File: src/rtl/mul_seq_pkg.sv
// Shared types and constants for the mul_seq operand sequencer.
// Widths, the default abort timeout and the sequencer state encoding.
package mul_seq_pkg;

    localparam int unsigned OP_W        = 16;
    localparam int unsigned PROD_W      = 32;
    localparam int unsigned TIMEOUT_DEF = 32;

    typedef enum logic [2:0] {
        ST_IDLE      = 3'd0,
        ST_ISSUE     = 3'd1,
        ST_WAIT_BUSY = 3'd2,
        ST_WAIT_DONE = 3'd3,
        ST_HOLD      = 3'd4
    } state_e;

endpackage

File: src/rtl/mul_seq_fifo.sv
// Synchronous operand FIFO; DEPTH must be a power of two so pointers wrap naturally.
// Simultaneous push and pop are both honoured with the level unchanged.
module mul_seq_fifo #(
    parameter int unsigned DEPTH = 4,
    parameter int unsigned W     = 32
) (
    input  logic                     clk,
    input  logic                     rst_n,
    input  logic                     push,
    input  logic                     pop,
    input  logic [W-1:0]             din,
    output logic [W-1:0]             dout,
    output logic [$clog2(DEPTH):0]   level,
    output logic                     full,
    output logic                     empty
);

    localparam int unsigned AW = $clog2(DEPTH);

    logic [W-1:0]  mem_r [DEPTH];
    logic [AW-1:0] wr_ptr_r;
    logic [AW-1:0] rd_ptr_r;
    logic [AW:0]   level_r;

    // Pointer and occupancy tracking
    always_ff @(posedge clk or negedge rst_n) begin
        if (!rst_n) begin
            wr_ptr_r <= '0;
            rd_ptr_r <= '0;
            level_r  <= '0;
        end else begin
            if (push) wr_ptr_r <= wr_ptr_r + AW'(1'b1);
            if (pop)  rd_ptr_r <= rd_ptr_r + AW'(1'b1);
            case ({push, pop})
                2'b10:   level_r <= level_r + (AW+1)'(1'b1);
                2'b01:   level_r <= level_r - (AW+1)'(1'b1);
                default: level_r <= level_r;
            endcase
        end
    end

    // Storage array; contents need no reset
    always_ff @(posedge clk) begin
        if (push) mem_r[wr_ptr_r] <= din;
    end

    assign dout  = mem_r[rd_ptr_r];
    assign level = level_r;
    assign full  = (level_r == (AW+1)'(DEPTH));
    assign empty = (level_r == '0);

endmodule

File: src/rtl/mul_seq.sv
// Operand sequencer and result collector around the start/busy Booth multiplier.
// Optional wait-state abort is enabled by defining MUL_SEQ_TIMEOUT_EN.
module mul_seq
    import mul_seq_pkg::*;
#(
    parameter int unsigned DEPTH   = 4,
    parameter int unsigned TIMEOUT = TIMEOUT_DEF
) (
    input  logic                    clk,
    input  logic                    rst_n,
    input  logic                    in_valid,
    output logic                    in_ready,
    input  logic [OP_W-1:0]         in_x,
    input  logic [OP_W-1:0]         in_y,
    output logic                    mul_start,
    output logic [OP_W-1:0]         mul_x,
    output logic [OP_W-1:0]         mul_y,
    input  logic [PROD_W-1:0]       mul_z,
    input  logic                    mul_busy,
    output logic                    out_valid,
    input  logic                    out_ready,
    output logic [PROD_W-1:0]       out_z,
    output logic                    out_err,
    output logic [$clog2(DEPTH):0]  fifo_level
);

    state_e              state_r;
    state_e              next_s;
    logic                push_s;
    logic                pop_s;
    logic                done_s;
    logic                abort_s;
    logic                timeout_hit_s;
    logic                fifo_full_s;
    logic                fifo_empty_s;
    logic [2*OP_W-1:0]   head_s;

    assign push_s   = in_valid && in_ready;
    assign in_ready = !fifo_full_s;

    mul_seq_fifo #(
        .DEPTH (DEPTH),
        .W     (2*OP_W)
    ) u_fifo (
        .clk   (clk),
        .rst_n (rst_n),
        .push  (push_s),
        .pop   (pop_s),
        .din   ({in_x, in_y}),
        .dout  (head_s),
        .level (fifo_level),
        .full  (fifo_full_s),
        .empty (fifo_empty_s)
    );

`ifdef MUL_SEQ_TIMEOUT_EN
    localparam int unsigned CW = $clog2(TIMEOUT + 1);
    logic [CW-1:0] wait_cnt_r;

    // Wait-state cycle counter, restarted whenever the state changes
    always_ff @(posedge clk or negedge rst_n) begin
        if (!rst_n) begin
            wait_cnt_r <= '0;
        end else if (next_s != state_r) begin
            wait_cnt_r <= '0;
        end else if (state_r == ST_WAIT_BUSY || state_r == ST_WAIT_DONE) begin
            wait_cnt_r <= wait_cnt_r + CW'(1'b1);
        end else begin
            wait_cnt_r <= wait_cnt_r;
        end
    end

    // Counter starts at zero on entry, so TIMEOUT-1 marks the last allowed cycle
    assign timeout_hit_s = (state_r == ST_WAIT_BUSY || state_r == ST_WAIT_DONE) &&
                           (wait_cnt_r == CW'(TIMEOUT - 1));
`else
    logic timeout_unused_s;
    assign timeout_unused_s = (TIMEOUT == 32'd0);
    assign timeout_hit_s    = 1'b0;
`endif

    // Next-state and FIFO pop decode
    always_comb begin
        next_s  = state_r;
        pop_s   = 1'b0;
        done_s  = 1'b0;
        abort_s = 1'b0;
        case (state_r)
            ST_IDLE: begin
                if (!fifo_empty_s) begin
                    pop_s  = 1'b1;
                    next_s = ST_ISSUE;
                end else begin
                    next_s = ST_IDLE;
                end
            end
            ST_ISSUE: next_s = ST_WAIT_BUSY;
            ST_WAIT_BUSY: begin
                if (mul_busy) begin
                    next_s = ST_WAIT_DONE;
                end else if (timeout_hit_s) begin
                    abort_s = 1'b1;
                    next_s  = ST_HOLD;
                end else begin
                    next_s = ST_WAIT_BUSY;
                end
            end
            ST_WAIT_DONE: begin
                if (!mul_busy) begin
                    done_s = 1'b1;
                    next_s = ST_HOLD;
                end else if (timeout_hit_s) begin
                    abort_s = 1'b1;
                    next_s  = ST_HOLD;
                end else begin
                    next_s = ST_WAIT_DONE;
                end
            end
            ST_HOLD: begin
                if (out_ready) begin
                    next_s = ST_IDLE;
                end else begin
                    next_s = ST_HOLD;
                end
            end
            default: next_s = ST_IDLE;
        endcase
    end

    // FSM state register
    always_ff @(posedge clk or negedge rst_n) begin
        if (!rst_n) begin
            state_r <= ST_IDLE;
        end else begin
            state_r <= next_s;
        end
    end

    // Operand, start-pulse and result output registers
    always_ff @(posedge clk or negedge rst_n) begin
        if (!rst_n) begin
            mul_start <= 1'b0;
            mul_x     <= '0;
            mul_y     <= '0;
            out_valid <= 1'b0;
            out_z     <= '0;
            out_err   <= 1'b0;
        end else begin
            mul_start <= (next_s == ST_ISSUE);
            if (pop_s) {mul_x, mul_y} <= head_s;
            if (done_s) begin
                out_z     <= mul_z;
                out_err   <= 1'b0;
                out_valid <= 1'b1;
            end else if (abort_s) begin
                out_z     <= '0;
                out_err   <= 1'b1;
                out_valid <= 1'b1;
            end else if (state_r == ST_HOLD && out_ready) begin
                out_valid <= 1'b0;
            end
        end
    end

endmodule

File: config.mk
export PLATFORM = sky130hd
export DESIGN_NAME = mul_seq
export DESIGN_NICKNAME = d
export VERILOG_FILES = /design/src/rtl/mul_seq_pkg.sv /design/src/rtl/mul_seq_fifo.sv /design/src/rtl/mul_seq.sv
export SDC_FILE = /design/constraint.sdc
export NUM_CORES = 1
export LEC_CHECK = 0
export BUFFER_PORTS_ARGS = -buffer_cell sky130_fd_sc_hd__buf_2
export CAP_MARGIN = 20
export CORE_UTILIZATION = 35
export CTS_CLUSTER_DIAMETER = 30
export DETAILED_ROUTE_END_ITERATION = 10
export PLACE_DENSITY = 0.54
export SLEW_MARGIN = 0
export SYNTH_ARGS = -nofsm -noshare
export SYNTH_HDL_FRONTEND = slang
export SYNTH_SLANG_ARGS = --single-unit
File: constraint.sdc
create_clock -name clk -period 2.9 [get_ports clk]
set_input_delay 0.58 -clock clk [delete_from_list [all_inputs] [get_ports clk]]
set_output_delay 0.58 -clock clk [all_outputs]
set_load 0.1 [all_outputs]
==> metrics.cfg, run 1 <==
[die]
die-width_um=150
chipHeight_um=150
initial_core_util=0.361
dieArea_sq_um=22500
num_rows=53
core-area_sq_um=21300
ios=140

[clocking]
htreeDepth=2
ctsHoldBuffers=0
cts_setup_buffers=0
root_buffer=clkbuf_16
cts_resized=0
cts.sinks=204
clkTransAtPathRegs_ps=40
cts_buffers=47
tritoncts=yes
insertion_delay_ps=510
clk_path_buf_depth=3

[setup_path]
required_ps=2320
crit_chain=or3b_2 -> buf_2
critPathMaxStageDelay_ps=530
cp.arrival_ps=1760
start_kind=register
end_kind=output pin
cp_max_fo=6
crit_slowest_cell=or3b_2
path_class=reg -> out

[synth]
ys_top_cells_by_area=edfxtp_1 (50%), dfrtp_1 (25%), mux2_2 (9.4%), mux4_2 (8.8%), buf_6 (1.0%)
yosys_register_bits=204
synth_top_cell_by_area=edfxtp_1
netlist_area_sq_um=7680
synth_most_common_cell=edfxtp_1
syn-num-nets=436
yosysTopAreaCellShare=0.500
synth_seq_area_share=0.748
synth.distinct_cells=32
synth_area_per_cell_sq_um=21.3
yosys_warnings=0
synth_edf_count=128
ys_async_sr_fraction=0.373
synth_cells=361
ys_top_cells_by_count=edfxtp_1 (128), dfrtp_1 (76), mux2_2 (64)
synth-main-ff-cell=edfxtp_1

[layout]
syn2layout_area_growth_pct=33.5
final_area_sq_um=10200
instances_no_fill=851
final_layout_size_suffix_gt1_frac=0.567
final_nets=614

[place]
place_inst=765
dp_hpwl_mm=9.09
dpl_cell_area_sq_um=8660
globalplace.congestion=0.715
numPortBuffers=138

[sta]
min_period_ps=2340
fin_crit_sh=0.808
fin_skew_ps=11.5
rsz0062_at_grt=false
hold_viol=0
maxSlewViolCount=0
fin_hold_ws_ps=99.7
fin_tns_setup_ps=0
setup_violations=0
tightest_slew_ps=1000
relSlewSlack=0.332
fmax_mhz=427

[detailed_routing]
drt_wl_total_mm=15.3
via_count=4010
wl_per_cell_um=18.0
first_iter_violations=130
viasPerCell=4.71
drc=0
firstDrtPassIters=6
antenna_left=0

[global_route]
gr-total-overflow=0
antenna_found_initial=3
grt_util_all_layers=0.138
grt_pass1_wl_mm=23.2
grt_max_degree=41
grt_pass1_vias=4300

[hold_path]
hp-class=in -> async

[job]
cap_violations=0

[status]
outcome=finished clean

## final cells by class
class / count / area, sq um
fill: 1808 / 11000
sequential: 204 / 5750
multi-input combinational: 132 / 1780
clock buffer: 64 / 1330
timing repair buffer: 146 / 766
tap: 275 / 344
clock inverter: 21 / 250
inverter: 8 / 30.0
antenna: 1 / 2.50
## per-stage QoR
stage                util  setup slack, ps
floorplan               -             -155
global placement    0.407              641
detailed placement  0.407              571
CTS                 0.481              532
global route        0.481              403
finish              0.482              556
## sequential cells by signal, indices dropped and copies added (netlist names)
register / flops
u_fifo.rd_ptr_r: 2
mul_y: 16
u_fifo.level: 3
out_valid: 1
u_fifo.wr_ptr_r: 2
mul_start: 1
state_r: 3
out_z: 32
mul_x: 16
u_fifo.mem_r: 128
## layout by cell type (no fill, tap or decap), types with 2 or more instances in the layout
cell,instances
mux4_2,30
clkinv_2,9
nor2_1,2
clkbuf_8,5
a31o_2,2
clkbuf_1,10
nor3_1,2
dfrtp_1,73
ha_1,5
clkinv_1,2
buf_2,137
and3_2,4
xnor2_1,2
dfrtp_2,3
clkbuf_16,49
buf_4,8
inv_1,8
mux4_1,2
clkinvlp_4,3
edfxtp_1,128
bufinv_16,5
mux2_2,64
xor2_1,4
## cell families (layout without fill, tap and decap cells)
| family | after synthesis | in the layout | synth area share |
|---|---|---|---|
| DFF | 204 | 204 | 0.748 |
| muxes | 98 | 98 | 0.192 |
| buffers and inverters | 25 | 239 | 0.0213 |
| and+or+nand+nor | 17 | 17 | 0.0166 |
| adders and majority gates | 6 | 6 | 0.0108 |
| xor gates and xnor gates | 6 | 6 | 0.00684 |
| AOI/OAI and AO/OA | 4 | 4 | 0.00391 |
| other | 1 | 2 | 0.000488 |
## worst max-delay path: cells and delay by family, from the launching register on
family,cells,cell delay [ps]
flip-flops,1,400
buffers and inverters,1,320
AND/OR/NAND/NOR,1,530
## path summary, 6_finish.rpt
kind | startpoint | endpoint | slack [ps] | cells past startpoint
min | rst_n | out_z[25]$_DFFE_PN0P_ | 100 | 1
min in group clk | in_y[13] | u_fifo.mem_r[0][13]$_DFFE_PP_ | 280 | 1
max reg2reg | u_fifo.level[1]$_DFFE_PN0P_ | u_fifo.level[2]$_DFFE_PN0P_ | 570 | 9
max | u_fifo.level[1]$_DFFE_PN0P_ | in_ready | 560 | 2
min reg2reg | u_fifo.level[2]$_DFFE_PN0P_ | u_fifo.level[2]$_DFFE_PN0P_ | 490 | 1
max in group asynchronous | rst_n | mul_x[1]$_DFFE_PN0N_ | 2190 | 2
## per-layer routing
metal  wire length (um)  global-route usage
met4                329              0.0561
met5                 28                   0
met2               7390               0.229
met1               6380               0.164
met3               1180              0.0488
Power of run 1 is left out: the tool's default activity adds up to more than one toggle a clock period on the data nets, which glitch-free logic cannot reach.
==> run 2: changes to the inputs <==
--- a/config.mk
+++ b/config.mk
@@ -5,6 +5,7 @@
 export SDC_FILE = /design/constraint.sdc
 export NUM_CORES = 1
 export LEC_CHECK = 0
+export ABC_AREA = 1
 export BUFFER_PORTS_ARGS = -buffer_cell sky130_fd_sc_hd__buf_2
 export CAP_MARGIN = 20
 export CORE_UTILIZATION = 35
==> constraint.sdc (replaced) <==
create_clock -name clk -period 2.2 [get_ports clk]
set_input_delay 0.44 -clock clk [delete_from_list [all_inputs] [get_ports clk]]
set_output_delay 0.44 -clock clk [all_outputs]
set_load 0.1 [all_outputs]
==> run 2 against run 1 <==
Effect of this change:
- area after synthesis grew 10%
- via count grew 46%
- critical path depth is the same
- flip-flop and latch count is the same
- count of clock-buffer cells in the layout shrank 8
- core utilization shrank 0.33 points
- synthesized cell count grew 130%
- critical path type unchanged
- critical endpoint unchanged
- final area grew 9.9%
==> metrics.cfg, run 2 <==
[status]
outcome=finished clean

[job]
cap_violations=0  ; unchanged

[sta]
min_period_ps=2020
fin_tns_setup_ps=0  ; unchanged
fin_ws_ps=178  ; -378 ps
fmax_mhz=495
relSlewSlack=0.628  ; +0.296
fin_hold_ws_ps=110  ; +10.3 ps
hold_viol=0  ; unchanged
maxSlewViolCount=0  ; unchanged
fin_crit_sh=0.919
setup_violations=0  ; unchanged
fin_skew_ps=12.3  ; +0.836 ps
tightest_slew_ps=558  ; -444 ps
rsz0062_at_grt=false

[setup_path]
path_class=reg -> out
ff2ff_path_depth=10  ; +1
critPathTopFamily=flip-flops
worst-path-buf-inv=1  ; unchanged
cp.arrival_ps=1580  ; -180 ps
crit_chain=nand3_4 -> buf_2
cp_max_fo=3  ; -3
end_kind=output pin
required_ps=1760  ; -560 ps
start_kind=register
r2r-end=u_fifo.level[2]$_DFFE_PN0P_
r2r_setup_slack_ps=410  ; -160 ps
reg2reg_from=u_fifo.level[1]$_DFFE_PN0P_
crit_slowest_cell=dfrtp_4
critPathMaxStageDelay_ps=480  ; -50 ps

[clocking]
tritoncts=yes
htreeDepth=2  ; unchanged
root_buffer=clkbuf_16
clkTransAtPathRegs_ps=40  ; about the same
cts_setup_buffers=0  ; unchanged
clk_path_buf_depth=3  ; unchanged
insertion_delay_ps=530  ; +20 ps
cts.sinks=204  ; unchanged
cts_buffers=47  ; unchanged

[global_route]
grt_util_all_layers=0.155  ; +0.0162
grt_pass1_wl_mm=29.5  ; +27%
antenna_found_initial=2  ; -1
grt_max_degree=67  ; +63%
grt_pass1_vias=5691  ; +32%
gr-total-overflow=0  ; unchanged

[place]
dpl_cell_area_sq_um=9610  ; +11%
numPortBuffers=138  ; unchanged
dp_hpwl_mm=11.0  ; +21%
globalplace.congestion=0.703  ; -1.6%
place_ws_ps=382  ; -189 ps

[die]
dieArea_sq_um=24800  ; +9.9%
chipHeight_um=157  ; +4.8%
core-area_sq_um=23500  ; +11%
initial_core_util=0.359  ; -0.00183
ios=140  ; unchanged
die-width_um=157  ; +4.8%
num_rows=56  ; +5.7%

[detailed_routing]
first_iter_violations=303  ; +130%
via_count=5841  ; +46%
firstDrtPassIters=5  ; -1
antenna_left=0  ; unchanged
drt_wl_total_mm=18.7  ; +22%
drc=0  ; unchanged
wl_per_cell_um=13.6  ; -24%
viasPerCell=4.25  ; -9.8%

[synth]
synth_area_per_cell_sq_um=9.98  ; -53%
synth_top_cell_by_area=edfxtp_1
yosysTopAreaCellShare=0.455  ; -0.0456
yosys_warnings=0  ; unchanged
synth.distinct_cells=24  ; -25%
synth_seq_area_share=0.680  ; -0.0682
ys_top_cells_by_area=edfxtp_1 (45%), dfrtp_1 (23%), nand2_1 (16%), inv_1 (6.3%), nand3_1 (4.1%)
ys_top_cells_by_count=nand2_1 (368), inv_1 (142), edfxtp_1 (128)
netlist_area_sq_um=8450  ; +10%
yosys_register_bits=204  ; unchanged
ys_async_sr_fraction=0.373  ; unchanged
synth_cells=847  ; +130%
synth_most_common_cell=nand2_1
syn-num-nets=922  ; +110%
synth_edf_count=128  ; unchanged
synth-main-ff-cell=edfxtp_1

[layout]
final_layout_size_suffix_gt1_frac=0.244  ; -0.323
syn2layout_area_growth_pct=33.2
final_nets=1092  ; +78%
top_register=u_fifo.mem_r
layout_common_cells=nand2_1 (367), inv_1 (140), buf_2 (137)
largestRegisters=u_fifo.mem_r: 128 flops, out_z: 32 flops
final_area_sq_um=11300  ; +9.9%
layout_commonest_cell=nand2_1
largest_reg_flops=128  ; unchanged

[hold_path]
holdPathEnd=out_z[30]$_DFFE_PN0P_
whs_path_depth=3
worstHoldStart=mul_z[30]
hp-class=in -> reg

-- run 2: cell count changes in the layout (fill, tap and decap cells not counted), sizes merged, moves of 3 or more --
cell,previous run,this run
nand2,1,370
inv,9,148
nand3,0,70
mux2,65,0
mux4,32,0
buf,146,154
clkbuf,64,56
nor2,2,8
and3,4,0
clkinv,12,15
clkinvlp,3,6
-- run 2: cells by family after synthesis --
logic type	share of synthesized area
simple gates	0.214
flops	0.680
buf+inv	0.0897
fa+ha+maj	0.00977
xor+xnor	0.00415
compound gates	0.00178
other cells	0.000444
-- run 2: worst min-delay path, cell delays in order --
cell	delay, ps
buf_2	80
nand2_1	40
nand2_1	40
-- run 2: per-layer routing --
metal | GRT usage | part of all wire | vias to the layer above
met3 | 0.0413 | 0.068 | 40
met5 | 0 | 0.00064 | -
met4 | 0.0624 | 0.021 | 2
li1 | - | - | 2976
met1 | 0.186 | 0.43 | 2668
met2 | 0.262 | 0.48 | 155
-- run 2: repair_timing --
| action | in CTS | in global routing |
|---|---|---|
| resized for setup | 0 | 0 |
| hold endpoints to repair | 36 | 0 |
| hold buffers | 1 | 0 |
-- run 2: how the worst max path moves through the flow --
stage	startpoint	slack (ps)	cells past startpoint	to
after floorplan	u_fifo.level[0]$_DFFE_PN0P_	-30	10	u_fifo.level[2]$_DFFE_PN0P_
after global placement	state_r[1]$_DFF_PN0_	430	10	u_fifo.level[2]$_DFFE_PN0P_
after detailed placement	u_fifo.level[0]$_DFFE_PN0P_	380	8	u_fifo.level[1]$_DFFE_PN0P_
after CTS	u_fifo.level[2]$_DFFE_PN0P_	150	2	in_ready
after global routing	u_fifo.level[2]$_DFFE_PN0P_	140	2	in_ready
final	u_fifo.level[2]$_DFFE_PN0P_	180	2	in_ready
-- run 2: final cells by class --
type	count	area, sq um
Antenna cell	1	2.50
Clock buffer	56	1240
Clock inverter	30	398
Fill cell	2185	12300
Inverter	146	554
Multi-Input combinational cell	463	2020
Sequential cell	204	5760
Tap cell	319	399
Timing Repair Buffer	155	886
-- run 2: through the flow --
step / util / cells
final: 0.478 / 1374
after global routing: 0.478 / 1373
after CTS: 0.478 / 1373
after detailed placement: 0.408 / 1286
after global placement: 0.408 / 1286
after floorplan: - / 847
Power of run 2 is left out for the same reason.
